File: src/rtl/motor_update_scheduler_pkg.sv
// Shared motor-control definitions: scheduler state encoding and timing defaults.
package motor_update_scheduler_pkg;

  localparam int unsigned DefaultPeriodCycles  = 50000;
  localparam int unsigned DefaultTimeoutCycles = 4096;

  typedef enum logic [2:0] {
    StIdle,
    StWaitTick,
    StSelect,
    StWaitCtrl,
    StStart,
    StWaitDone,
    StNext
  } state_e;

endpackage

File: src/rtl/next_motor_finder.sv
// Combinational search for the lowest set mask bit strictly above the current index.
module next_motor_finder #(
  parameter int unsigned NUM_MOTORS = 8
) (
  input  logic [NUM_MOTORS-1:0]         mask,
  input  logic [$clog2(NUM_MOTORS)-1:0] idx,
  output logic                          valid,
  output logic [$clog2(NUM_MOTORS)-1:0] next_idx
);

  localparam int unsigned IdxW = $clog2(NUM_MOTORS);

  // Scanning downward leaves the lowest qualifying index as the final assignment.
  always_comb begin
    valid    = 1'b0;
    next_idx = '0;
    for (int i = NUM_MOTORS - 1; i >= 0; i--) begin
      if (mask[i] && (IdxW'(i) > idx)) begin
        valid    = 1'b1;
        next_idx = IdxW'(i);
      end
    end
  end

endmodule

File: src/rtl/motor_update_scheduler.sv
// Periodic sweep scheduler: services each enabled motor board on a shared SPI bus once per period.
module motor_update_scheduler
  import motor_update_scheduler_pkg::*;
#(
  parameter int unsigned NUM_MOTORS     = 8,
  parameter int unsigned PERIOD_CYCLES  = DefaultPeriodCycles,
  parameter int unsigned TIMEOUT_CYCLES = DefaultTimeoutCycles
) (
  input  logic                          clock,
  input  logic                          reset_n,
  input  logic                          run,
  input  logic [NUM_MOTORS-1:0]         enable_mask,
  input  logic                          ctrl_busy,
  input  logic                          spi_done,
  input  logic                          err_clear,
  output logic                          spi_start,
  output logic [NUM_MOTORS-1:0]         ss_n_o,
  output logic [$clog2(NUM_MOTORS)-1:0] motor_sel,
  output logic                          cycle_done,
  output logic                          timeout_err,
  output logic                          overrun_err
);

  localparam int unsigned IdxW = $clog2(NUM_MOTORS);
  localparam int unsigned PerW = (PERIOD_CYCLES > 1) ? $clog2(PERIOD_CYCLES) : 1;
  localparam int unsigned TmoW = (TIMEOUT_CYCLES > 1) ? $clog2(TIMEOUT_CYCLES) : 1;

  state_e                  state_q;
  logic [PerW-1:0]         period_cnt;
  logic [TmoW-1:0]         tmo_cnt;
  logic [NUM_MOTORS-1:0]   mask_q;
  logic [IdxW-1:0]         idx_q;
  logic                    tick;
  logic                    from0_valid;
  logic [IdxW-1:0]         from0_idx;
  logic [IdxW-1:0]         first_idx;
  logic                    nxt_valid;
  logic [IdxW-1:0]         nxt_idx;

  function automatic logic [NUM_MOTORS-1:0] ss_for(input logic [IdxW-1:0] i);
    ss_for    = '1;
    ss_for[i] = 1'b0;
  endfunction

  assign tick = run && (period_cnt == PerW'(PERIOD_CYCLES - 1));

  // Bit 0 is checked directly since the finder only looks strictly above its index.
  next_motor_finder #(.NUM_MOTORS(NUM_MOTORS)) u_first_finder (
    .mask     (enable_mask),
    .idx      ('0),
    .valid    (from0_valid),
    .next_idx (from0_idx)
  );

  assign first_idx = enable_mask[0] ? '0 : from0_idx;

  next_motor_finder #(.NUM_MOTORS(NUM_MOTORS)) u_next_finder (
    .mask     (mask_q),
    .idx      (idx_q),
    .valid    (nxt_valid),
    .next_idx (nxt_idx)
  );

  always_ff @(posedge clock or negedge reset_n) begin
    if (!reset_n) begin
      period_cnt <= '0;
    end else if (!run || tick) begin
      period_cnt <= '0;
    end else begin
      period_cnt <= period_cnt + 1'b1;
    end
  end

  always_ff @(posedge clock or negedge reset_n) begin
    if (!reset_n) begin
      state_q     <= StIdle;
      tmo_cnt     <= '0;
      mask_q      <= '0;
      idx_q       <= '0;
      spi_start   <= 1'b0;
      ss_n_o      <= '1;
      motor_sel   <= '0;
      cycle_done  <= 1'b0;
      timeout_err <= 1'b0;
      overrun_err <= 1'b0;
    end else begin
      spi_start  <= 1'b0;
      cycle_done <= 1'b0;
      tmo_cnt    <= tmo_cnt + 1'b1;

      if (tick && (state_q != StWaitTick)) begin
        overrun_err <= 1'b1;
      end else if (err_clear) begin
        overrun_err <= 1'b0;
      end
      // A timeout set below overrides this clear.
      if (err_clear) begin
        timeout_err <= 1'b0;
      end

      unique case (state_q)
        StIdle: begin
          if (run) state_q <= StWaitTick;
        end
        StWaitTick: begin
          if (!run) begin
            state_q <= StIdle;
          end else if (tick && (enable_mask[0] || from0_valid)) begin
            mask_q    <= enable_mask;
            idx_q     <= first_idx;
            motor_sel <= first_idx;
            ss_n_o    <= ss_for(first_idx);
            state_q   <= StSelect;
          end
        end
        StSelect: begin
          state_q <= StWaitCtrl;
        end
        StWaitCtrl: begin
          if (!ctrl_busy) begin
            spi_start <= 1'b1;
            tmo_cnt   <= '0;
            state_q   <= StStart;
          end
        end
        StStart: begin
          state_q <= StWaitDone;
        end
        StWaitDone: begin
          if (spi_done) begin
            ss_n_o  <= '1;
            state_q <= StNext;
          end else if (tmo_cnt == TmoW'(TIMEOUT_CYCLES - 1)) begin
            timeout_err <= 1'b1;
            ss_n_o      <= '1;
            state_q     <= StNext;
          end
        end
        StNext: begin
          if (!run) begin
            state_q <= StIdle;
          end else if (nxt_valid) begin
            idx_q     <= nxt_idx;
            motor_sel <= nxt_idx;
            ss_n_o    <= ss_for(nxt_idx);
            state_q   <= StSelect;
          end else begin
            cycle_done <= 1'b1;
            state_q    <= StWaitTick;
          end
        end
        default: state_q <= StIdle;
      endcase
    end
  end

endmodule

File: config.mk
export PLATFORM = sky130hd
export DESIGN_NAME = motor_update_scheduler
export DESIGN_NICKNAME = d
export VERILOG_FILES = /design/src/rtl/motor_update_scheduler_pkg.sv /design/src/rtl/next_motor_finder.sv /design/src/rtl/motor_update_scheduler.sv
export SDC_FILE = /design/constraint.sdc
export NUM_CORES = 1
export LEC_CHECK = 0
export CORE_MARGIN = 8
export CORE_UTILIZATION = 55
export DETAILED_ROUTE_END_ITERATION = 10
export PLACE_DENSITY = 0.78
export SYNTH_ARGS = -nofsm -noshare
export SYNTH_HDL_FRONTEND = slang
export SYNTH_SLANG_ARGS = --single-unit
File: constraint.sdc
create_clock -name clock -period 2.5 [get_ports clock]
set_clock_uncertainty 0.2 [all_clocks]
set_input_delay 0.5 -clock clock [delete_from_list [all_inputs] [get_ports clock]]
set_output_delay 0.5 -clock clock [all_outputs]
set_load 0.005 [all_outputs]
==> tab_implementation.tex <==
\begin{tabular}{lr}
\hline
Metric & Value \\
\hline
\multicolumn{2}{l}{\textbf{STA}} \\
\quad Transition time at the pin with the least slew margin & approximately 650 ps \\
\quad Total Negative Setup Slacks & 0 ps \\
\quad Crit share post-route & between 90\% and 100\% \\
\quad Top achievable clock speed & between 400 and 500 MHz \\
\quad Pins over their slew limit & 0 \\
\quad Final-layout worst hold slack & just under 100 ps \\
\quad Setup repair after global routing missed its margin & false \\
\quad Final worst path period need & $\sim$2300 ps \\
\quad Total setup violations reported at the end of the flow & 0 \\
\quad Final Hold Fails & 0 \\
\quad Headroom to the max-slew limit & a little under three fifths \\
\multicolumn{2}{l}{\textbf{Finish}} \\
\quad Non-filler instance count after layout & a little over 400 \\
\quad Final instance area & around 3400 µm² \\
\quad Most common cell after layout, fill and taps aside & dfrtp\_1 \\
\quad Share of post-route cells with drive strength above 1 & between 10\% and 20\% \\
\quad Fill cell total of the finished layout & 401 \\
\quad Leading cell types in the layout, fill and taps excluded & dfrtp\_1 (45), nor2\_1 (41), clkdlybuf4s50\_1 (27) \\
\quad Synthesis-to-finish area growth & 19.2\% \\
\quad Final nets & 356 \\
\quad Antenna Diode Count & 0 \\
\multicolumn{2}{l}{\textbf{Worst setup path}} \\
\quad Largest stage delay on the critical path & 530 ps \\
\quad Slowest cell on the critical path & or4\_4 \\
\quad Source of the critical timing path & period\_cnt[0]\$\_DFF\_PN0\_ \\
\quad Crit Path Class & register to register \\
\quad Critical Path Sink & ss\_n\_o[0]\$\_DFFE\_PN1P\_ \\
\quad Startpoint types & register \\
\quad Endpoint class of the critical path & register \\
\quad Cell depth of the worst flop-to-flop path & 7 \\
\quad Endpoint of the worst register-to-register path & ss\_n\_o[0]\$\_DFFE\_PN1P\_ \\
\quad CP Max Fanout & 15 \\
\quad Register-to-register path setup slack & 190 ps \\
\quad Bufs and invs on worst path & 1 \\
\quad Worst Path Required & about 2600 ps \\
\quad Top cell family by delay on the critical path & simple AND/OR/NAND/NOR gates \\
\quad Cells along the critical path & ha\_1, and3\_1, and4\_1, a31oi\_1, or4\_4, buf\_12, a21o\_1 \\
\quad Number of gates on the worst path with buffers counted & 7 \\
\quad Startpoint of the worst-slack reg-to-reg timing path & period\_cnt[0]\$\_DFF\_PN0\_ \\
\quad CP Data Arrival Time & between 2000 and 2500 ps \\
\multicolumn{2}{l}{\textbf{Drt}} \\
\quad Drt wl/cell & $\sim$15 µm \\
\quad Total via count after detailed routing & 2297 \\
\quad Routed wire length & 5950 µm \\
\quad DRC & 0 \\
\quad First DRT Iteration DRCs & about 80 \\
\quad Number of optimization iterations in the first detailed-route pass & 4 \\
\quad Post-detailed-route count of antenna-violating nets & 0 \\
\quad Vias per Instance & $\sim$5.6 \\
\multicolumn{2}{l}{\textbf{Global routing}} \\
\quad Antenna violations before repair & 0 \\
\quad Global-route wire length before repair & 10100 µm \\
\quad Via count of the first global-routing pass & approximately 2200 \\
\quad Overall global routing resource usage & 16.4\% \\
\quad Pin count of the biggest net entering global routing & 54 \\
\quad Sum of overflow across all layers after global routing & 0 \\
\multicolumn{2}{l}{\textbf{Logic synthesis}} \\
\quad Count of synthesis-stage warnings from yosys & 0 \\
\quad Dominant cells by area after synthesis & dfrtp\_1 (39\%), dfstp\_2 (7.4\%), nor2\_1 (5.4\%), xor2\_1 (4.0\%), nand2\_1 (2.9\%) \\
\quad Synthesized cell area & between 2000 and 3000 µm² \\
\quad Async S/R FF share, synth & between 90\% and 100\% \\
\quad Syn\_area\_per\_cell & between 9 and 10 µm² \\
\quad Leading register cell type out of synthesis & dfrtp\_1 \\
\quad Cells after Synth & $\sim$300 \\
\quad Post-synthesis cell type count & 57 \\
\quad Synth Net Count & between 300 and 400 \\
\quad Fraction of synthesized cell area taken by the top area cell type & between 30\% and 40\% \\
\quad Sequential element share of the synthesized area & between 40\% and 50\% \\
\quad Seq cells post-synth & 53 \\
\quad EDFF count, synth & 0 \\
\quad Cell type with the largest total area after synthesis & dfrtp\_1 \\
\multicolumn{2}{l}{\textbf{Clocking}} \\
\quad CTS tree & yes \\
\quad CTS H-Tree Depth & 2 \\
\quad Clock transition at path regs & 90 ps \\
\quad Hold buffer count at cts & 0 \\
\quad Clock Root Buffer & clkbuf\_8 \\
\quad Clock network latency to the later pin of the worst-skew pair & roughly 300 ps \\
\quad Sink Count & between 50 and 60 \\
\quad Resized cells post-CTS & 0 \\
\quad Post-CTS Repair Setup Buffers & 0 \\
\quad Number of buffers created by CTS & 5 \\
\quad Clock buffer depth & 2 \\
\multicolumn{2}{l}{\textbf{Floorplanning}} \\
\quad X dimension of the die & about 88 µm \\
\quad Area of the die & between 7000 and 8000 µm² \\
\quad Placeable core area & $\sim$5000 µm² \\
\quad Vertical die dimension & approximately 88 µm \\
\quad Effective utilization at floorplan & 56.6\% \\
\quad I/O pin cnt & 29 \\
\quad Std-Cell Rows & 26 \\
\multicolumn{2}{l}{\textbf{Power and ir drop}} \\
\quad Total leakage power & 1.52 nW \\
\quad P per Cell Area & roughly 790 nW/µm² \\
\quad Largest vdd supply drop & 0.000492 V \\
\quad Tot Pwr & 2.67 mW \\
\multicolumn{2}{l}{\textbf{Placed design}} \\
\quad Cell area reported after detailed placement & 3320 µm² \\
\quad Half-perimeter wire length after placement & 4480 µm \\
\quad Routability congestion estimate from global placement & just over 0.8 \\
\quad Input/output buffers & 28 \\
\quad Number of placed instances with taps included & about 400 \\
\multicolumn{2}{l}{\textbf{Job}} \\
\quad Max Cap Viol & 0 \\
\multicolumn{2}{l}{\textbf{Hold path}} \\
\quad Worst min-delay path class & input pin to asynchronous set/reset pin \\
\multicolumn{2}{l}{\textbf{Status}} \\
\quad Run status & finished clean \\
\hline
\end{tabular}
==> state kept, by name, summed over array words and instances (netlist names) <==
| name | flops |
|---|---|
| period_cnt | 16 |
| idx_q | 3 |
| timeout_err | 1 |
| ss_n_o | 8 |
| tmo_cnt | 12 |
| spi_start | 1 |
| mask_q | 7 |
| cycle_done | 1 |
| overrun_err | 1 |
| state_q | 3 |
==> synth_stat cells (all sizes together) (3+ instances only) <==
cell / number
dfrtp: 45
and3: 10
nand3: 12
or3: 3
o22a: 3
buf: 6
nor3: 4
xor2: 13
o22ai: 3
a31oi: 4
nand2b: 7
nor4: 3
dfstp: 8
o21ai: 16
o31ai: 4
a21o: 4
and4: 3
nor2: 42
o32ai: 3
clkbuf: 7
a32o: 3
a21oi: 10
nand2: 22
inv: 8
mux2: 7
xnor2: 8
nor2b: 6
==> routing by layer <==
layer	GRT usage [%]	wire, µm
met1	19.6	2610
met3	4.22	250
met5	0	0
met2	27.6	2980
met4	6.41	101
==> worst min path at each step <==
stage | startpoint | to | slack, ps | depth (start not counted)
after global routing | reset_n | period_cnt[12]$_DFF_PN0_ | 160 | 2
final | reset_n | period_cnt[12]$_DFF_PN0_ | 100 | 2
after global placement | period_cnt[0]$_DFF_PN0_ | period_cnt[0]$_DFF_PN0_ | 240 | 1
after floorplan | reset_n | cycle_done$_DFF_PN0_ | 4 | 0
after detailed placement | ss_n_o[1]$_DFFE_PN1P_ | ss_n_o[1]$_DFFE_PN1P_ | 260 | 2
after CTS | reset_n | period_cnt[11]$_DFF_PN0_ | 120 | 2
==> report_power, final <==
group	internal [mW]	total (mW)	switching, mW
clock	0.185	0.446	0.261
combinational	0.496	0.877	0.380
sequential	1.11	1.35	0.235
==> stage by stage <==
step	worst slack (ps)	util (%)
after floorplan	275	-
after global placement	18.3	65.9
after detailed placement	-49.9	65.9
after CTS	181	67.4
after global routing	93.4	67.4
final	195	67.4
==> cells by family (layout without fill, tap and decap cells) <==
family                   Yosys count  in the layout  synth area share [%]
AND/OR/NAND/NOR                  126            126                  23.4
adder cells (fa/ha/maj)            2              2                 0.877
XOR/XNOR                          21             21                  6.45
buffers and inverters             21             65                  3.69
AO/OA/AOI/OAI                     65             65                  15.9
multiplexers                       7              7                  2.76
flip-flops                        53             53                  46.9
==> cell type report <==
| cell class | instances | area [µm²] | area share (%) |
|---|---|---|---|
| repair buffers | 51 | 460 | 13.5 |
| clock buffers | 5 | 68.8 | 2.03 |
| well taps | 70 | 87.6 | 2.58 |
| flip-flops and latches | 53 | 1340 | 39.3 |
| inverters | 8 | 30.0 | 0.884 |
| multi-input cells | 221 | 1410 | 41.5 |
| clock inverters | 1 | 5.00 | 0.147 |
Power figures use the tool's default switching activity.
